## src/rtl/seq_det_ctrl.sv

```systemverilog
// Serial pattern detector with run control: counts matches of a latched pattern
// and optionally stops once a target count is reached.
module seq_det_ctrl #(
  parameter int unsigned PAT_W = 4,
  parameter int unsigned CNT_W = 8
) (
  input  logic             i_clk,
  input  logic             i_rst_n,
  input  logic             i_start,
  input  logic [PAT_W-1:0] i_pattern,
  input  logic             i_overlap,
  input  logic [CNT_W-1:0] i_target,
  input  logic             i_din,
  input  logic             i_din_valid,
  input  logic             i_abort,
  output logic             o_busy,
  output logic             o_match,
  output logic [CNT_W-1:0] o_match_cnt,
  output logic             o_done
);

  localparam int unsigned FILL_W = $clog2(PAT_W + 1);
  localparam logic [FILL_W-1:0] FILL_FULL = FILL_W'(PAT_W);

  typedef enum logic [1:0] {StIdle, StRun, StDone} state_e;

  state_e             r_state;
  logic [PAT_W-1:0]   r_pattern;
  logic               r_overlap;
  logic [CNT_W-1:0]   r_target;
  logic [PAT_W-1:0]   r_sreg;
  logic [FILL_W-1:0]  r_fill;
  logic               r_busy;
  logic               r_match;
  logic [CNT_W-1:0]   r_cnt;
  logic               r_done;

  logic [PAT_W-1:0]   w_sreg;
  logic [FILL_W-1:0]  w_fill;
  logic               w_hit;
  logic [CNT_W-1:0]   w_cnt_inc;
  logic               w_reach;

  assign w_sreg    = {r_sreg[PAT_W-2:0], i_din};
  assign w_fill    = (r_fill == FILL_FULL) ? r_fill : r_fill + 1'b1;
  // Fill count guards against matching on stale or cleared window contents.
  assign w_hit     = (w_fill == FILL_FULL) && (w_sreg == r_pattern);
  assign w_cnt_inc = (&r_cnt) ? r_cnt : r_cnt + 1'b1;
  assign w_reach   = (r_target != '0) && (w_cnt_inc == r_target);

  always_ff @(posedge i_clk or negedge i_rst_n) begin
    if (!i_rst_n) begin
      r_state   <= StIdle;
      r_pattern <= '0;
      r_overlap <= 1'b0;
      r_target  <= '0;
      r_sreg    <= '0;
      r_fill    <= '0;
      r_busy    <= 1'b0;
      r_match   <= 1'b0;
      r_cnt     <= '0;
      r_done    <= 1'b0;
    end else begin
      r_match <= 1'b0;
      r_done  <= 1'b0;
      unique case (r_state)
        StIdle: begin
          if (i_start) begin
            r_pattern <= i_pattern;
            r_overlap <= i_overlap;
            r_target  <= i_target;
            r_sreg    <= '0;
            r_fill    <= '0;
            r_cnt     <= '0;
            r_busy    <= 1'b1;
            r_state   <= StRun;
          end
        end
        StRun: begin
          if (i_abort) begin
            r_busy  <= 1'b0;
            r_state <= StIdle;
          end else if (i_din_valid) begin
            r_sreg <= w_sreg;
            r_fill <= (w_hit && !r_overlap) ? '0 : w_fill;
            if (w_hit) begin
              r_match <= 1'b1;
              r_cnt   <= w_cnt_inc;
              if (w_reach) begin
                r_done  <= 1'b1;
                r_busy  <= 1'b0;
                r_state <= StDone;
              end
            end
          end
        end
        StDone:  r_state <= StIdle;
        default: r_state <= StIdle;
      endcase
    end
  end

  assign o_busy      = r_busy;
  assign o_match     = r_match;
  assign o_match_cnt = r_cnt;
  assign o_done      = r_done;

endmodule

```

## config.mk

```make
export PLATFORM = sky130hd
export DESIGN_NAME = seq_det_ctrl
export DESIGN_NICKNAME = d
export VERILOG_FILES = /design/src/rtl/seq_det_ctrl.sv
export SDC_FILE = /design/constraint.sdc
export NUM_CORES = 1
export LEC_CHECK = 0
export BUFFER_PORTS_ARGS = -buffer_cell sky130_fd_sc_hd__buf_2
export CAP_MARGIN = 20
export CORE_MARGIN = 2
export CORE_UTILIZATION = 45
export DETAILED_ROUTE_END_ITERATION = 10
export GPL_ROUTABILITY_DRIVEN = 0
export HOLD_SLACK_MARGIN = 0.03
export PLACE_DENSITY_LB_ADDON = 0.05
export REMOVE_ABC_BUFFERS = 1
export SLEW_MARGIN = 20
export SYNTH_ARGS = -nofsm -noshare
export SYNTH_HDL_FRONTEND = slang
export SYNTH_SLANG_ARGS = --single-unit
```

## constraint.sdc

```tcl
create_clock -name i_clk -period 7.55 [get_ports i_clk]
set_input_delay 1.51 -clock i_clk [delete_from_list [all_inputs] [get_ports i_clk]]
set_output_delay 1.51 -clock i_clk [all_outputs]
set_load 0.01 [all_outputs]
```

==> run metrics <==
worst hold stages=1; Post-Synth XOR/XNOR Area=5.23%; Filler Cells Inserted=389; Ys Warns=0; WP data required=7.73 ns; core area=3970 um2; Unique masters post-synth=46; DRC Markers=0; RR Startpoint=o_match_cnt[0]; CP arrival=3.13 ns; 1st-pass router iterations=4; Reg-to-Reg End=o_busy; clk buf depth=2; largest family of logic cells by synthesized area=simple AND/OR/NAND/NOR gates; total power=516 uW; post-route minimum period=a little under 3 ns; Reg area=801 um2; Clock transition at path regs=0.07 ns; vias in the first global route=1,544; # port buffers=29; kind of critical path=input pin to flip-flop; Max-slew headroom=51.2%; Hold Startpoint=r_overlap; worst reg2reg path depth=7; MaxCap Viol Count=0; average cell area after synthesis=between 9 and 10 um2; multiplexer share of the synthesized area=7.88%; simple logic cell fraction of the synthesized area=20.6%; CTS Hold Bufs=0; max-slew violation count=0; CTS H-tree lvls=2; vias=1,575; Initial Utilization=46.4%; Boundary Pins=30; CP Max Fanout=7; first-pass GRT wire length=7220 um; RSZ-0062 raised after global routing=false; WHS Endpoint=r_overlap; Yosys reg bits=32; Slew @ Worst Pin=0.727 ns; area delta synth->final=14.6%; ANT cells=0; area share of fa/ha/maj cells after synthesis=about 2.0%; Final setup viols=0; largest net degree at the start of global routing=33; Worst-Skew Late Latency=0.28 ns; Compound-Gate Fraction of Synth Area=around 18%; Starting DRT DRC Count=115; # Post-CTS Setup Buffers=0; CP startpoint=i_din; fin nets=239; Post-Synthesis Cells=188; post-detail-place hpwl=3160 um; fin crit share=39.1%; Multi-input gate area=988 um2; GRT Resource Usage Total=21.0%; Setup TNS Final=0 ns; Worst Hold Class=flip-flop to flip-flop; Crit. End Element=flip-flop; static leakage=0.914 nW; Via density=5.88; hold_ws=0.517 ns; DIE AREA=4620 um2; GRT Residual Overflow=0; CTS resizes=0; Mapped Area=between 1500 and 2000 um2; standard-cell row count=23; Power Dens Cells=244 nW/um2; CTS tree=done; placed instance count=260; sequential share of the synthesized area=43.4%; initial antenna violation count=0; most frequent cells in the layout=32 x dfrtp_1, 29 x buf_2, 15 x nor2_1; Die X=68.0 um; clk root buf=clkbuf_8; outcome=finished clean; wire per inst=15.7 um; Antenna Violating Nets Remaining=0; Routed WL=approximately 4200 um; Num CTS Buffers=5; Max IR drop VDD=135 uV; most common cell after layout, fill and taps aside=dfrtp_1; reg2reg setup slack=4.61 ns; Sink Count=32; clock skew=~0.0055 ns; Non-Filler Instances=268; layout cells sized above 1=25.2%; Max Freq=339 MHz; hold violation total from the final report=0; die height=roughly 70 um; critical path startpoint category=input pin
-- through the flow --
| stage | worst slack [ns] | utilization (%) | cell area (um2) |
|---|---|---|---|
| 2_1_floorplan | 4.54 | - | 1810 |
| 4_1_cts | 4.48 | 53.1 | 2110 |
| 3_5_place_dp | 4.18 | 50.8 | 2020 |
| 6_report | 4.60 | 53.2 | 2110 |
| 5_1_grt | 4.52 | 53.2 | 2110 |
| 3_3_place_gp | 4.33 | 50.8 | 2020 |
-- where the power goes --
part           internal (mW)  switching [mW]  total [mW]
Combinational         0.0665          0.0702       0.137
Sequential             0.199          0.0438       0.243
Clock                 0.0726          0.0632       0.136
-- layer usage --
| metal | up-vias | wire, um | GRT usage (%) |
|---|---|---|---|
| met2 | 44 | 1950 | 33.4 |
| li1 | 753 | - | - |
| met4 | 0 | 47 | 6.75 |
| met5 | - | 0 | 0 |
| met1 | 771 | 2000 | 27.7 |
| met3 | 7 | 223 | 5.76 |
-- worst max-delay path, cell delays in order --
cell and delay [ns]:
buf_2 0.11, xor2_1 0.14, a2111o_1 0.45, or2_2 0.31, a2111o_1 0.37, a31o_1 0.22
-- registers in the layout, indices dropped and copies added, names as in the netlist --
| signal | count |
|---|---|
| o_match_cnt | 8 |
| r_target | 8 |
| r_pattern | 4 |
| r_fill | 3 |
| r_sreg | 3 |
| r_state | 2 |
| o_busy | 1 |
| o_done | 1 |
| o_match | 1 |
| r_overlap | 1 |
-- cell families (layout without fill, tap and decap cells) --
kind of cell | Yosys count | in the layout
xor gates and xnor gates | 11 | 11
muxes | 13 | 13
DFF | 32 | 32
adders and majority gates | 3 | 3
and+or+nand+nor | 68 | 68
buffers and inverters | 13 | 43
AOI/OAI and AO/OA | 48 | 48
-- cell type report --
type                       instances  area share [%]
clock buffer                       6            3.91
clock inverter                     2           0.474
inverter                           6            1.07
multi-input combinational        143            46.8
sequential                        32            37.9
tap                               50            2.96
timing repair buffer              29            6.87
-- Yosys cell counts (all sizes together) --
library cell  count  share of area (%)
a21oi            10                2.7
nor4              2               0.68
a22oi             1               0.41
and3              1               0.34
mux2             12                7.3
nand4             5                2.0
nand2b            3                1.0
ha                3                2.0
or4b              1               0.75
nor3b             1               0.41
mux2i             1               0.54
nand3b            4                1.6
a41oi             1               0.48
o211ai            1               0.41
nand2            13                2.6
o2bb2ai           1               0.48
buf               4                1.2
o32ai             2               0.95
a211oi            1               0.41
clkbuf            3               0.61
a31o              1               0.48
nor3              3               0.81
nor2b             3                1.0
o21ai            11                3.0
a22o              5                2.4
a221o             1               0.54
dfrtp            32                 43
or4               1               0.41
or3               3                1.0
and4bb            2                1.4
nand3             8                2.2
and4              2               0.95
inv               6                1.2
o21bai            1               0.41
o21a              2               0.81
a21o              3                1.2
a21boi            1               0.41
a31oi             3                1.0
xnor2             8                3.8
xor2              3                1.4
or2               1               0.34
nor2             15                3.1
o31ai             1               0.41
a2111o            2                1.2
-- worst max-delay path by stage --
stage	end	slack, ns	depth (start not counted)
finish	o_busy	4.60	6
global route	o_busy	4.52	7
CTS	r_target[0]	4.48	4
detailed placement	r_target[0]	4.18	4
global placement	r_target[1]	4.33	4
floorplan	o_busy	4.54	5
Power figures use the tool's default switching activity.
